--- config.mk ---
export PLATFORM = sky130hd
export DESIGN_NAME = keypad_entry
export DESIGN_NICKNAME = d
export VERILOG_FILES = /design/src/rtl/keypad_entry.sv
export SDC_FILE = /design/constraint.sdc
export NUM_CORES = 1
export LEC_CHECK = 0
export ABC_CLOCK_PERIOD_IN_PS = 3000
export CAP_MARGIN = 20
export CORE_AREA = 8 8 93 95
export DETAILED_ROUTE_END_ITERATION = 16
export DIE_AREA = 0 0 101 103
export PLACE_DENSITY = 0.74
export SYNTH_ARGS = -nofsm -noshare
export SYNTH_HDL_FRONTEND = slang
export SYNTH_SLANG_ARGS = --single-unit
--- constraint.sdc ---
create_clock -name CLKK -period 3 [get_ports CLKK]
set_input_delay 0.3 -clock CLKK [delete_from_list [all_inputs] [get_ports CLKK]]
set_output_delay 0.3 -clock CLKK [all_outputs]
set_load 0.005 [all_outputs]
--- src/rtl/keypad_entry.sv ---
// 4x4 hex keypad scanner with debounce, ghost rejection and decimal entry into an 8-bit value.
// Optional build macro KEYPAD_BACKSPACE_EN turns code 0xE into a delete-last-digit key.
module keypad_entry #(
  parameter int unsigned SCAN_DIV       = 50000,
  parameter int unsigned DEBOUNCE_SCANS = 4,
  parameter int unsigned MAX_DIGITS     = 3
) (
  input  logic       CLKK,
  input  logic       RST,
  input  logic [3:0] row_in,
  output logic [3:0] col_out,
  output logic       key_valid,
  output logic [3:0] key_code,
  output logic [7:0] number,
  output logic [1:0] digit_count,
  output logic       overflow
);

  localparam int unsigned DIV_W = (SCAN_DIV > 1) ? $clog2(SCAN_DIV) : 1;
  localparam int unsigned CNT_W = $clog2(DEBOUNCE_SCANS + 1);
  localparam logic [DIV_W-1:0] DIV_LAST = DIV_W'(SCAN_DIV - 1);
  localparam logic [CNT_W-1:0] CNT_LAST = CNT_W'(DEBOUNCE_SCANS);
  localparam logic [1:0]       MAX_DIG  = 2'(MAX_DIGITS);

  typedef enum logic [1:0] {IDLE, DEBOUNCE, HELD} state_e;

  logic [3:0]       row_s1_q, row_s2_q;
  logic [DIV_W-1:0] div_q;
  logic [1:0]       col_q;
  logic [3:0]       col_out_q;
  logic [11:0]      cap_q;

  state_e           state_q, state_d;
  logic [CNT_W-1:0] cnt_q, cnt_d;
  logic [3:0]       cand_q, cand_d;
  logic             accept_c;

  logic             key_valid_q, key_valid_d;
  logic [3:0]       key_code_q, key_code_d;
  logic [7:0]       number_q, number_d;
  logic [1:0]       digit_count_q, digit_count_d;
  logic             overflow_q, overflow_d;

  logic [15:0]      low_c;
  logic             scan_done_c, single_c;
  logic [3:0]       hit_code_c;
  logic [11:0]      prod_c;

  // Row synchroniser, column dwell divider and per-column row capture
  always_ff @(posedge CLKK) begin
    if (RST) begin
      row_s1_q  <= 4'hF;
      row_s2_q  <= 4'hF;
      div_q     <= '0;
      col_q     <= 2'd0;
      col_out_q <= 4'b1110;
      cap_q     <= '0;
    end else begin
      row_s1_q <= row_in;
      row_s2_q <= row_s1_q;
      if (div_q == DIV_LAST) begin
        div_q <= '0;
        case (col_q)
          2'd0:    cap_q[3:0]  <= ~row_s2_q;
          2'd1:    cap_q[7:4]  <= ~row_s2_q;
          2'd2:    cap_q[11:8] <= ~row_s2_q;
          default: ;
        endcase
        col_q     <= col_q + 2'd1;
        col_out_q <= {col_out_q[2:0], col_out_q[3]};
      end else begin
        div_q <= div_q + DIV_W'(1);
      end
    end
  end

  // Column 3 is folded in live so the result is ready on the completing edge
  assign low_c       = {~row_s2_q, cap_q};
  assign scan_done_c = (div_q == DIV_LAST) && (col_q == 2'd3);
  assign single_c    = (low_c != 16'd0) && ((low_c & (low_c - 16'd1)) == 16'd0);

  always_comb begin
    hit_code_c = 4'd0;
    for (int i = 0; i < 16; i++) begin
      if (low_c[i]) hit_code_c = {2'(i % 4), 2'(i / 4)};
    end
  end

  always_ff @(posedge CLKK) begin
    if (RST) begin
      state_q <= IDLE;
      cnt_q   <= '0;
      cand_q  <= 4'd0;
    end else begin
      state_q <= state_d;
      cnt_q   <= cnt_d;
      cand_q  <= cand_d;
    end
  end

  always_comb begin
    state_d  = state_q;
    cnt_d    = cnt_q;
    cand_d   = cand_q;
    accept_c = 1'b0;
    if (scan_done_c) begin
      case (state_q)
        IDLE: begin
          if (single_c) begin
            state_d = DEBOUNCE;
            cand_d  = hit_code_c;
            cnt_d   = CNT_W'(1);
          end
        end
        DEBOUNCE: begin
          if (single_c && (hit_code_c == cand_q)) begin
            if (cnt_q + CNT_W'(1) == CNT_LAST) begin
              state_d  = HELD;
              cnt_d    = '0;
              accept_c = 1'b1;
            end else begin
              cnt_d = cnt_q + CNT_W'(1);
            end
          end else begin
            state_d = IDLE;
            cnt_d   = '0;
          end
        end
        HELD: begin
          // cnt_q counts consecutive empty scans; any key restarts it
          if (single_c) begin
            cnt_d = '0;
          end else if (cnt_q + CNT_W'(1) == CNT_LAST) begin
            state_d = IDLE;
            cnt_d   = '0;
          end else begin
            cnt_d = cnt_q + CNT_W'(1);
          end
        end
        default: begin
          state_d = IDLE;
          cnt_d   = '0;
        end
      endcase
    end
  end

  assign prod_c = 12'(number_q) * 12'd10 + 12'(cand_q);

  always_comb begin
    key_valid_d   = accept_c;
    key_code_d    = key_code_q;
    number_d      = number_q;
    digit_count_d = digit_count_q;
    overflow_d    = overflow_q;
    if (accept_c) begin
      key_code_d = cand_q;
      if (cand_q <= 4'd9) begin
        if ((digit_count_q < MAX_DIG) && (prod_c <= 12'd255)) begin
          number_d      = prod_c[7:0];
          digit_count_d = digit_count_q + 2'd1;
        end else begin
          overflow_d = 1'b1;
        end
      end else if (cand_q == 4'hF) begin
        number_d      = 8'd0;
        digit_count_d = 2'd0;
        overflow_d    = 1'b0;
      end
`ifdef KEYPAD_BACKSPACE_EN
      else if ((cand_q == 4'hE) && (digit_count_q != 2'd0)) begin
        number_d      = number_q / 8'd10;
        digit_count_d = digit_count_q - 2'd1;
        overflow_d    = 1'b0;
      end
`endif
    end
  end

  always_ff @(posedge CLKK) begin
    if (RST) begin
      key_valid_q   <= 1'b0;
      key_code_q    <= 4'd0;
      number_q      <= 8'd0;
      digit_count_q <= 2'd0;
      overflow_q    <= 1'b0;
    end else begin
      key_valid_q   <= key_valid_d;
      key_code_q    <= key_code_d;
      number_q      <= number_d;
      digit_count_q <= digit_count_d;
      overflow_q    <= overflow_d;
    end
  end

  assign col_out     = col_out_q;
  assign key_valid   = key_valid_q;
  assign key_code    = key_code_q;
  assign number      = number_q;
  assign digit_count = digit_count_q;
  assign overflow    = overflow_q;

endmodule

Word-level counts from Yosys, hierarchy flattened. Cells that the tools add are included. Widths: inputs -> output; s select.

Register bits: 67. Input port bits: 6. Word-level logic and storage cells: 100.

$add $sub $neg: 6. Multiply operators: 1. Magnitude comparators: 3. Eq/ne operators: 15. Muxes and demuxes: 39. Bitwise logic cells: 2. Reductions and logical operators: 18.

Operators by type and width (number): $mux 4 (14); $mux 8 (3); $add 16x1->16 const B (1); $and 16x16->16 (1); $eq 16x16->1 const B (1); $logic_not 16->1 (1); $mux 2 (8); $reduce_bool 16->1 (1); $sub 16x1->16 const B (1); $mux 3 (5); $add 12x4->12 (1); $le 12x8->1 const B (1); $mul 8x3->11 const B (1); $pmux 3 s3 (1); $reduce_and 3->1 (3); $ne 2x2->1 const B (4); $reduce_and 2->1 (4); $mux 1 (7); $eq 2x2->1 const B (3); $pmux 2 s3 (1); $reduce_and 5->1 (1); $add 2x1->2 const B (2); $eq 2x1->1 const B (2); $eq 4x4->1 (1); 12 further kinds (16).

Longest topological paths before layout.
Depth in word-level cells: 21. Depth in mapped cells: 12.

Worst setup path after synthesis. No wires, ideal clock.

Path type: flip-flop to flip-flop. Start point: register number_q[1] (netlist: number[1]). End point: register digit_count_q[0] (netlist: digit_count[0]). Arrival time: 2.824 ns. Data required time: 2.877 ns. Path slack: 0.053 ns. Cell stages (with the launch flop): 10. Cells stage by stage: dfxtp_1 ha_1 ha_1 inv_1 fa_1 nor4b_1 and4_1 o21ai_0 a2111oi_2 mux2_1.

Word-level cells in the longest chain between the ends: 6.

RTL lines: start: declaration (RTL line 40) `logic [7:0] number_q, number_d;`; start signal: assignment (RTL line 190) `number_q <= number_d;`; $mul 8x3->11 (RTL line 148) `assign prod_c = 12'(number_q) * 12'd10 + 12'(cand_q);`; $add 12x4->12 (RTL line 148); $le 12x8->1 (RTL line 159) `if ((digit_count_q < MAX_DIG) && (prod_c <= 12'd255)) begin`; $logic_and 1x1->1 (RTL line 159); $ne 2x1->1 (no line); $reduce_and 3->1 (no line); end signal: assignment (RTL line 191) `digit_count_q <= digit_count_d;`; end: declaration (RTL line 41) `logic [1:0] digit_count_q, digit_count_d;`.

No other way between the ends. A chain may end at the register's enable or synchronous reset.

Final worst setup path.
Start point: register cap_q[8]. End point: register number_q[2] (netlist: number[2]).

Word-level cells in the longest chain between the ends: 14. Elaborated cells on any way between the ends: 19. Those cells by class: 1 x add/sub; 1 x eq/ne; 11 x mux; 1 x bitwise; 5 x reduce/logical.

RTL lines: start: declaration (RTL line 31) `logic [11:0] cap_q;`; start signal: assignment (RTL line 66) `2'd2: cap_q[11:8] <= ~row_s2_q;`; branches (longest 9 deep; another with $sub 16x1->16); $logic_and 1x1->1 (*) (RTL line 116) `if (single_c && (hit_code_c == cand_q)) begin`; $mux 1 (*) (RTL line 116); $mux 1 (*) (RTL line 107) `case (state_q)`; $mux 1 (*) (RTL line 106) `if (scan_done_c) begin`; $reduce_and 3->1 (no line) (*).

Every way passes the cells marked *.

==> impl_metrics.env <==
export IMPL_synth_ff_type="dfxtp_1"
export IMPL_syn_inst=444
export IMPL_tritoncts="built"
export IMPL_cap_violations=0
export IMPL_worst_slew_pin_slew_ns=0.655
export IMPL_route_detailed_drc=0
export IMPL_worst_slack_ns=0.110
export IMPL_cp_max_fo=9
export IMPL_synth_area_um2=3740
export IMPL_rr_worst_depth=8
export IMPL_dp_hpwl_mm=6.06
export IMPL_crit_path_start="cap_q[8]"
export IMPL_routed_wl_mm=8.47
export IMPL_setup_tns_ns=0
export IMPL_clock_path_buffers=2
export IMPL_relSlewSlack_pct=56.2
export IMPL_setup_viol_count_final=0
export IMPL_peakVddDrop_uv=358
export IMPL_final_util_pct=62.4
export IMPL_cts_clk_slew_worst_paths_ns=0.08
export IMPL_fill_cells=650
export IMPL_antenna_found_initial=0
export IMPL_syn_avg_cell_area_um2=8.42
export IMPL_synth_edff_count=0
export IMPL_area_delta_synth_final_pct=19.2
export IMPL_yosysWarnings=0
export IMPL_core_um2=7140
export IMPL_dieWidth_um=101
export IMPL_criticalPathCategory="register to register"
export IMPL_diodes=0
export IMPL_grt_max_degree=32
export IMPL_hold_depth=1
export IMPL_finalClockSkew_ns=0.0113
export IMPL_clk_latency_ns=0.35
export IMPL_numPortBuffers=25
export IMPL_cts_buffers=9
export IMPL_slowest_delay_ns=0.63
export IMPL_nets=513
export IMPL_setup_worst_path_end_class="register"
export IMPL_worst_path_stages=8
export IMPL_clock_sinks=67
export IMPL_outcome="completed"
export IMPL_dpl_worst_slack_ns=0.0186
export IMPL_syn_num_nets=476
export IMPL_htreeDepth=3
export IMPL_ant_nets=0
export IMPL_postCtsHoldBufs=0
export IMPL_rsz0062_at_grt="true"
export IMPL_gr_total_overflow=0
export IMPL_hold_violations=0
export IMPL_power_total_w=0.00191
export IMPL_hold_path_class="register to register"
export IMPL_num_vias=3272
export IMPL_cp_common_cell="or4_1"
export IMPL_cp_slowest_cell="or4_1"
export IMPL_powerDensity_nw_per_um2=428
export IMPL_grt_pass1_vias=3109
export IMPL_rrSetupSlack_ns=0.11
export IMPL_fin_crit_ns=2.89
export IMPL_final_common_cell="dfxtp_1"
export IMPL_grt_pass1_wl_mm=14.0
export IMPL_seq_area_frac_synth_pct=35.9
export IMPL_gp_congestion=0.862
export IMPL_dieArea_um2=10400
export IMPL_drv_slew=0
export IMPL_viasPerCell=5.59
export IMPL_rows=31
export IMPL_layout_common_cells="dfxtp_1, nor2_1, nand2_1"
export IMPL_drtIter0Drc=269
export IMPL_crit_buf_inv=1
export IMPL_fmax_mhz=346
export IMPL_async_flop_share_pct=0
export IMPL_crit_chain="or4_1 > or4_1 > a21boi_1 > o21ai_1 > or3_4 > a211oi_2 > buf_4 > mux2i_1"
export IMPL_rr_startpoint="cap_q[8]"
export IMPL_finalCritPeriodShare_pct=96.3
export IMPL_start_util_pct=52.4
export IMPL_postCtsSetupBuffers=0
export IMPL_routedWlPerCell_um=14.5
export IMPL_ys_ff_latch=67
export IMPL_synth_distinct_cells=61
export IMPL_grt_use_total_pct=16.8
export IMPL_cp_start_kind="register"
export IMPL_die_h_um=103
export IMPL_cp_arrival_ns=3.16
export IMPL_root_buffer="clkbuf_8"
export IMPL_cp_top_family="simple AND/OR/NAND/NOR gates"
export IMPL_worstHoldStart="row_s1_q[0]"
export IMPL_drtPass1Iterations=6
export IMPL_ios=26
export IMPL_drive_gt1_share_pct=13.0
export IMPL_p_leak_nw=1.73
export IMPL_cp_required_ns=3.27
==> area by class of cell <==
cell class,instances,area [um2],area share (%)
Timing Repair Buffer,51,440,9.88
Multi-Input combinational cell,334,2240,50.3
Clock buffer,10,128,2.86
Tap cell,99,124,2.78
Sequential cell,67,1340,30.1
Inverter,18,67.6,1.52
Clock inverter,6,114,2.56
==> sequential cells by signal, indices dropped and copies added (netlist names) <==
signal       cells
cand_q           4
cap_q           12
cnt_q            3
col_out          4
col_q            2
digit_count      2
div_q           16
key_code         4
key_valid        1
number           8
overflow         1
row_s1_q         4
row_s2_q         4
state_q          2
==> synth_stat cells, types with 11 or more instances <==
| master | n | area share [%] |
|---|---|---|
| clkbuf_1 | 19 | 1.9 |
| nor2_1 | 48 | 4.8 |
| ha_1 | 24 | 8.0 |
| nand2_1 | 35 | 3.5 |
| a21oi_1 | 24 | 3.2 |
| a211oi_1 | 18 | 3.6 |
| nand2b_1 | 14 | 2.3 |
| mux2i_1 | 11 | 2.9 |
| dfxtp_1 | 67 | 36 |
| nand3_1 | 17 | 2.3 |
| xnor2_1 | 12 | 2.8 |
| o21ai_0 | 16 | 2.1 |
| inv_1 | 18 | 1.8 |
==> logic make-up after synthesis <==
kind of cell,share of synthesized area (%)
DFF,35.9
muxes,3.25
buffers and inverters,4.69
xor gates and xnor gates,4.69
AOI/OAI and AO/OA,15.6
and+or+nand+nor,26.5
adders and majority gates,9.37
==> per-stage QoR <==
step | instance area (um2) | hold slack (ns) | std cells
final | 4460 | 0.409 | 585
after global routing | 4460 | 0.430 | 585
after CTS | 4440 | 0.407 | 585
after detailed placement | 4190 | 0.393 | 569
after global placement | 4190 | 0.390 | 569
after floorplan | 3740 | 0.389 | 444
==> what timing repair did <==
item / 4_1_cts / 5_1_grt
endpoints found under the hold margin: 0 / 0
endpoints found under the setup margin: 1 / 11
gates resized for setup: 1 / 5
pin swaps: 0 / 1
==> where the power goes <==
part	internal [W]	switching [W]	leakage (nW)	total (W)
sequential	0.000897	0.00000649	0.542	0.000904
clock	0.000554	0.000364	0.113	0.000918
combinational	0.0000369	0.0000482	1.08	0.0000851
==> per-layer routing <==
| metal | track usage, % | up-vias | part of all wire [%] |
|---|---|---|---|
| li1 | - | 1649 | - |
| met1 | 20.1 | 1529 | 47 |
| met2 | 28.2 | 80 | 47 |
| met3 | 3.98 | 14 | 4.3 |
| met4 | 7.33 | 0 | 1.5 |
| met5 | 0 | - | 0 |
==> path summary, 6_finish.rpt <==
path / to
worst max-delay path: number[2]
worst min register to register: row_s2_q[0]
worst min-delay path: row_s2_q[0]
worst max register to register: number[2]
No activity file was read; power rests on OpenSTA's default activity.
